[src/rtl/cic_decim_comb.sv]
// CIC decimator back end: rate counter, decimation capture and N comb stages.
// Comb arithmetic wraps modulo 2^WIDTH; output is the truncated top slice.
module cic_decim_comb #(
  parameter int WIDTH      = 64,
  parameter int STAGES     = 3,
  parameter int OUT_WIDTH  = 24,
  parameter int RATE_WIDTH = 8
) (
  input  logic                        clock,
  input  logic                        reset_n,
  input  logic                        in_strobe,
  input  logic signed [WIDTH-1:0]     in_data,
  input  logic        [RATE_WIDTH-1:0] rate,
  output logic                        out_strobe,
  output logic signed [OUT_WIDTH-1:0] out_data
);

  logic [RATE_WIDTH-1:0] cnt;
  logic [RATE_WIDTH-1:0] r_lat;
  logic [STAGES:0]       v;
  logic [WIDTH-1:0]      x [STAGES+1];
  logic [WIDTH-1:0]      d [STAGES];
  logic                  last_cnt;
  logic                  boundary;

  // A latched ratio of 0 or 1 means every strobe closes a period.
  assign last_cnt =
    (r_lat <= RATE_WIDTH'(1)) ||
    (cnt == r_lat - RATE_WIDTH'(1));
  assign boundary = in_strobe && last_cnt;

  always_ff @(posedge clock) begin
    if (!reset_n) begin
      cnt        <= '0;
      r_lat      <= rate;
      v          <= '0;
      out_strobe <= 1'b0;
      out_data   <= '0;
      for (int k = 0; k <= STAGES; k++)
        x[k] <= '0;
      for (int k = 0; k < STAGES; k++)
        d[k] <= '0;
    end else begin
      v[0] <= boundary;
      if (in_strobe) begin
        if (last_cnt) begin
          cnt   <= '0;
          r_lat <= rate;
          x[0]  <= in_data;
        end else begin
          cnt <= cnt + 1'b1;
        end
      end
      for (int k = 1; k <= STAGES; k++) begin
        v[k] <= v[k-1];
        if (v[k-1]) begin
          x[k]   <= x[k-1] - d[k-1];
          d[k-1] <= x[k-1];
        end
      end
      out_strobe <= v[STAGES];
      if (v[STAGES])
        out_data <= x[STAGES][WIDTH-1 -: OUT_WIDTH];
    end
  end

endmodule

[config.mk]
export PLATFORM = sky130hd
export DESIGN_NAME = cic_decim_comb
export DESIGN_NICKNAME = d
export VERILOG_FILES = /design/src/rtl/cic_decim_comb.sv
export SDC_FILE = /design/constraint.sdc
export NUM_CORES = 1
export LEC_CHECK = 0
export ABC_AREA = 1
export BUFFER_PORTS_ARGS = -buffer_cell sky130_fd_sc_hd__buf_4
export CAP_MARGIN = 15
export CORE_MARGIN = 2
export CORE_UTILIZATION = 64
export CTS_CLUSTER_SIZE = 10
export DETAILED_ROUTE_END_ITERATION = 16
export PLACE_DENSITY = 0.85
export RECOVER_POWER = 25
export SLEW_MARGIN = 10
export SYNTH_ARGS = -nofsm -noshare
export SYNTH_HDL_FRONTEND = slang
export SYNTH_SLANG_ARGS = --single-unit
export TNS_END_PERCENT = 10
[constraint.sdc]
create_clock -name clock -period 6.5 [get_ports clock]
set_input_delay 0.65 -clock clock [delete_from_list [all_inputs] [get_ports clock]]
set_output_delay 0.65 -clock clock [all_outputs]
set_load 0.01 [all_outputs]
==> flow_summary.ini, run 1 <==
[run_status]
status = finished with violations
violations = capacitance limit, slew limit

[worst_setup_path]
end_kind = flip-flop
cp_max_fo = 64
crit_arrival_ns = 4.31
critPathKind = input port to flip-flop
startpoint_type = input port
required_ns = 6.68

[sta]
fmax_mhz = 242.4
finClkSkew_ns = 0.04700
fin_crit_ns = 4.126
rsz0062_at_grt = false
hold_violations = 0
finalMaxSlewViolations = 128
setup_viol = 0
worst_slew_pin_slew_ns = 1.848
finalCritPeriodShare_pct = 63.47
tns_ns = 0
max_slew_margin_pct = -23.17

[global_routing]
gr-total-overflow = 0
met3_usage_pct = 2.942
grt_pass1_wl_um = 147200
grt_antenna_before_repair = 0
grt_max_degree = 123
busiest_layer = met2
grt_usage_pct = 34.85
use_met1_pct = 39.55
grt_pass1_vias = 29643
met2_usage_pct = 63.00

[yosys]
synthSimpleGateAreaFrac_pct = 31.16
synth_top_family_by_area = simple AND/OR/NAND/NOR gates
synth_compound_area_share_pct = 7.072
synth_mux_area_share_pct = 0
ys_seq_area_share_pct = 39.38
syn_avg_cell_area_um2 = 6.744
synth_most_common_cell = nand2_1
synth-seq-cells = 453
synth-warning-count = 0
async_reset_ff_share_pct = 0
synth_adder_area_share_pct = 7.232
synth_edf_count = 416
synthTopCellsByArea = edfxtp_1 37%, nand2_1 20%, inv_1 14%
synth-main-ff-cell = edfxtp_1
synth_common_cells = 1751 x nand2_1, 1228 x inv_1, 547 x nor2_1
synth_xor_area_share_pct = 0.4953
synth_area_um2 = 33600
synth_nets = 5250
syn_inst = 4982
synth_top_area_share_pct = 37.18
synth_top_area_cell = edfxtp_1
synth_cell_types = 38

[routing]
first_pass_iters = 6
drt_wl_total_um = 93620
via_count = 30594
ant_nets = 0
wl_per_cell_um = 16.13
drc = 0
via_per_inst = 5.270
initialDrtViolationCount = 2453

[floorplanning]
ios = 100
initial_core_util_pct = 65.10
die_h_um = 233.1
die_w_um = 233.1
rows = 83
die_area_um2 = 54350
fp.coreArea_um2 = 51610

[cells_and_area]
antennaDiodeCount = 0
layout.nets = 5363
area_delta_synth_final_pct = 8.375
stdcell_area_um2 = 36410
drive_gt1_share_pct = 4.020

[place]
postPlaceCellArea_um2 = 35020
gp_congestion = 1.024
dpl.hpwl_um = 73400
io_buffers = 99

[pwr]
ir_drop_uv = 238.0
pwr_density_cell_nw_per_um2 = 197.3
p_leak_nw = 20.26

[clock_tree]
cts_sinks = 453
path_clk_slew_ns = 0.06
cts_tree = built
clk_path_buf_depth = 3
cts_setup_buffers = 0
cts_max_level = 2
holdBufCountCts = 0
cts_resized = 0
cts.root.buffer_cell = clkbuf_16
clkLatencyLatePin_ns = 0.62
cts_buffers = 53

[flow_run]
drv_cap = 3

[hold_path]
min_path_type = input port to flip-flop
-- where the power goes --
part	internal (mW)	switching (mW)	leakage, nW
clock network	1.51	1.14	0.728
logic	0.356	0.841	15.0
registers	3.28	0.0564	4.58
total	5.15	2.04	20.3
-- routing by layer --
metal / vias to the layer above / wire [µm]
met5: - / 0
met4: 0 / 6788
met3: 305 / 4377
met2: 1056 / 46040
met1: 13871 / 36420
li1: 15362 / -
-- metrics by stage --
stage               util, %  cells  hold slack [ns]  setup slack [ns]  power, mW
floorplan                 -   4982           0.4475             3.121      4.183
finish                70.55   5805           0.2401             2.374      7.184
global route          70.55   5805           0.2306             2.084      7.456
detailed placement    67.85   5720           0.4658             3.081      4.548
CTS                   70.75   5805           0.1934             3.440      7.185
global placement      67.85   5720           0.4519             3.193      4.523
-- worst paths after layout --
check                               from            to  slack [ns]  depth (start not counted)
worst max register to register      v[2]     d[0][143]        2.92                          2
worst max-delay path             reset_n     d[0][143]        2.37                          4
worst min register to register  x[3][58]  out_data[18]        0.47                          2
worst min-delay path             rate[2]      r_lat[2]        0.24                          1
-- cell type report --
type                    count  area (µm²)
clock buffers              76        1433
clock inverters             9       67.56
fillers                  4288       15200
inverters                1231        4621
multi-input cells        3248       15470
flip-flops and latches    453       13230
well taps                 680       850.8
repair buffers            108       735.7
-- sequential cells by signal (all words and copies together) (netlist names) --
signal      count
d             192
v               4
r_lat           8
out_strobe      1
x             216
cnt             8
out_data       24
-- worst max-delay path: stages --
cell,delay [ns]
clkbuf_1,0.63
inv_1,0.24
or2_0,1.37
clkbuf_2,1.31
-- cells in the final DEF, fill, tap and decap left out, types with 8 or more instances in the layout --
| cell | n |
|---|---|
| xor2_1 | 13 |
| nor4_1 | 17 |
| dfxtp_1 | 37 |
| o21ai_0 | 121 |
| nand4_1 | 14 |
| nor2_1 | 547 |
| edfxtp_1 | 416 |
| nor3_1 | 29 |
| clkbuf_1 | 47 |
| clkbuf_16 | 53 |
| nor2_4 | 49 |
| nand3_1 | 148 |
| ha_1 | 191 |
| a21oi_1 | 283 |
| inv_1 | 1228 |
| nand2_1 | 1747 |
| clkbuf_4 | 8 |
| buf_4 | 71 |
| o21a_1 | 12 |
| o21bai_1 | 29 |
-- logic make-up after synthesis --
family / Yosys count
AND/OR/NAND/NOR: 2585
buffers and inverters: 1281
adder cells (fa/ha/maj): 193
flip-flops: 453
XOR/XNOR: 19
AO/OA/AOI/OAI: 451
Power figures use the tool's default switching activity.
==> run 2, diff against run 1 <==
--- a/config.mk
+++ b/config.mk
@@ -5,14 +5,14 @@
 export SDC_FILE = /design/constraint.sdc
 export NUM_CORES = 1
 export LEC_CHECK = 0
-export ABC_AREA = 1
+export ABC_AREA = 0
 export BUFFER_PORTS_ARGS = -buffer_cell sky130_fd_sc_hd__buf_4
 export CAP_MARGIN = 15
 export CORE_MARGIN = 2
-export CORE_UTILIZATION = 64
+export CORE_UTILIZATION = 57
 export CTS_CLUSTER_SIZE = 10
 export DETAILED_ROUTE_END_ITERATION = 16
-export PLACE_DENSITY = 0.85
+export PLACE_DENSITY = 0.8
 export RECOVER_POWER = 25
 export SLEW_MARGIN = 10
 export SYNTH_ARGS = -nofsm -noshare
==> constraint.sdc (replaced) <==
create_clock -name clock -period 3.5 [get_ports clock]
set_input_delay 0.35 -clock clock [delete_from_list [all_inputs] [get_ports clock]]
set_output_delay 0.35 -clock clock [all_outputs]
set_load 0.01 [all_outputs]
==> flow_summary.ini, run 2 <==
[place]
io_buffers = 99
gp_congestion = 0.9313
postPlaceCellArea_um2 = 28870
dpl.hpwl_um = 39970

[routing]
wl_per_cell_um = 15.53
first_pass_iters = 6
ant_nets = 0
drc = 0
via_per_inst = 5.646
via_count = 19615
initialDrtViolationCount = 1386
drt_wl_total_um = 53940

[clock_tree]
cts_sinks = 453
cts_max_level = 2
cts_tree = built
clkLatencyLatePin_ns = 0.60
cts_setup_buffers = 0
cts.root.buffer_cell = clkbuf_16
path_clk_slew_ns = 0.06
cts_buffers = 53
clk_path_buf_depth = 3

[yosys]
synth_common_cells = 416 x edfxtp_1, 241 x inv_1, 232 x nor2b_1
synthTopCellsByArea = edfxtp_1 46%, ha_1 8.7%, nor2b_1 5.3%
synth-main-ff-cell = edfxtp_1
synth_top_area_cell = edfxtp_1
synth_top_area_share_pct = 45.68
synth_edf_count = 416
synth-warning-count = 0
syn_avg_cell_area_um2 = 10.05
ys_seq_area_share_pct = 48.39
synth_most_common_cell = edfxtp_1
async_reset_ff_share_pct = 0
synth_area_um2 = 27350
synth-seq-cells = 453
synth_nets = 2989
synth_cell_types = 74
syn_inst = 2721

[hold_path]
min_path_type = input port to flip-flop
min-delay-start = in_data[0]
hold_path_depth = 2
hold_end = x[0][0]

[floorplanning]
ios = 100
fp.coreArea_um2 = 47550
die_w_um = 223.0
die_area_um2 = 49750
rows = 80
die_h_um = 223.0
initial_core_util_pct = 57.52

[pwr]
pwr_density_cell_nw_per_um2 = 421.4
p_leak_nw = 12.44
ir_drop_uv = 349.8

[worst_setup_path]
crit_arrival_ns = 3.80
crit_path_frequent_cell = o2111ai_1
startpoint_type = flip-flop
slowest_delay_ns = 0.50
critPathBufInv = 2
r2r_start = d[0][1]
reg2reg_slack_ns = 0.03
worstReg2RegEnd = x[1][59]
end_kind = flip-flop
critPathKind = flip-flop to flip-flop
cp_slowest_cell = a2111oi_0
cp_max_fo = 4
crit_chain = inv_1 > ha_1 > nor2b_1 > o2111ai_1 > a2111oi_0 > buf_4 > o21ai_0 > a21oi_1 > a21oi_2 > o21a_1 > o2111ai_1 > a211oi_1 > a31o_2
cp_top_family = compound AO/OA/AOI/OAI gates
required_ns = 3.84
ff2ff_path_depth = 13

[cells_and_area]
fillers = 3698
multi_input_area_um2 = 12890
final_util_pct = 64.31
mostFrequentLayoutCells = 416 x edfxtp_1, 241 x inv_1, 232 x nor2b_1, 220 x nor2_1, 202 x a21oi_1
stdcell_area_um2 = 30580
drive_gt1_share_pct = 8.814
layout_commonest_cell = edfxtp_1
top_register = x
seq_area_um2 = 13230
largest_register_ffs = 216
area_delta_synth_final_pct = 11.80
top_regs = x: 216 flops, d: 192 flops, out_data: 24 flops
antennaDiodeCount = 0
layout.nets = 3091

[global_routing]
grt_pass1_wl_um = 89090
grt_max_degree = 129
grt_pass1_vias = 18592
grt_antenna_before_repair = 0
grt_usage_pct = 21.46
gr-total-overflow = 0

[sta]
hold_violations = 0
finalMaxSlewViolations = 26
setup_viol = 0
worst_slew_pin_slew_ns = 1.638
max_slew_margin_pct = -9.223
fmax_mhz = 288.5
tns_ns = 0
fin_crit_ns = 3.466
finClkSkew_ns = 0.02817
finalCritPeriodShare_pct = 99.03
rsz0062_at_grt = true

[run_status]
status = finished with violations
violations = capacitance limit, slew limit

[flow_run]
drv_cap = 1
==> run 2: changes by cell type after synthesis, moves of 32 or more <==
cell,before,now
nand2_1,1751,164
inv_1,1228,241
nor2_1,547,221
nor2b_1,1,232
nand3_1,149,35
a21o_1,4,112
a21oi_1,283,205
and2_1,6,80
clkbuf_1,22,95
xnor2_1,6,77
nor2_4,49,0
xor2_1,13,56
nand4_1,14,49
mux2i_1,0,32
==> run 2: final cells by class <==
class	count	area share, %
repair buffers	153	3.986
flip-flops and latches	453	43.28
clock buffers	86	4.984
inverters	242	2.971
clock inverters	5	0.1064
well taps	615	2.517
multi-input cells	1920	42.16
==> run 2: worst max path at each step <==
stage | slack, ns | endpoint | depth (start not counted) | startpoint
finish | 0.03 | x[1][59] | 13 | d[0][1]
global route | -0.01 | x[1][56] | 15 | x[0][0]
CTS | 0.01 | x[1][62] | 13 | d[0][0]
detailed placement | 0.03 | x[1][62] | 13 | d[0][0]
global placement | 0.06 | x[1][62] | 14 | x[0][0]
floorplan | 0.33 | x[0][0] | 7 | r_lat[2]
==> run 2: cells by family after synthesis <==
kind of cell             count (synthesis)  synth area share (%)
multiplexers                            32                 1.171
AND/OR/NAND/NOR                        929                 17.48
XOR/XNOR                               133                 4.259
adder cells (fa/ha/maj)                193                 8.885
AO/OA/AOI/OAI                          633                 15.01
flip-flops                             453                 48.39
buffers and inverters                  348                 4.813
==> run 2: through the flow <==
step / cells / hold slack (ns) / setup WS (ns) / total power [mW]
2_1_floorplan: 2721 / 0.4489 / 0.3276 / 7.532
3_3_place_gp: 3374 / 0.4879 / 0.06178 / 7.925
3_5_place_dp: 3374 / 0.4969 / 0.03081 / 7.972
4_1_cts: 3473 / 0.003304 / 0.01294 / 12.97
5_1_grt: 3474 / 0.01626 / -0.01354 / 13.42
6_report: 3474 / 0.03129 / 0.03383 / 12.89
==> run 2: per-layer routing <==
metal	vias up	share of wire [%]	GRT usage, %
li1	9858	-	-
met1	9080	47	29.92
met2	543	45	34.55
met3	134	4.5	2.990
met4	0	3.0	7.556
met5	-	0	0
==> run 2: report_power, final <==
part           total [mW]  internal, mW  switching (mW)  leakage, nW
registers            6.17          6.08          0.0924         4.59
clock network        4.97          2.94            2.02        0.752
logic                1.75         0.731            1.02         7.10
==> run 2: repair_timing <==
item | in CTS | in global routing
gates resized for setup | 0 | 15
endpoints found under the hold margin | 8 | 0
endpoints found under the setup margin | 0 | 24
hold buffers | 8 | 0
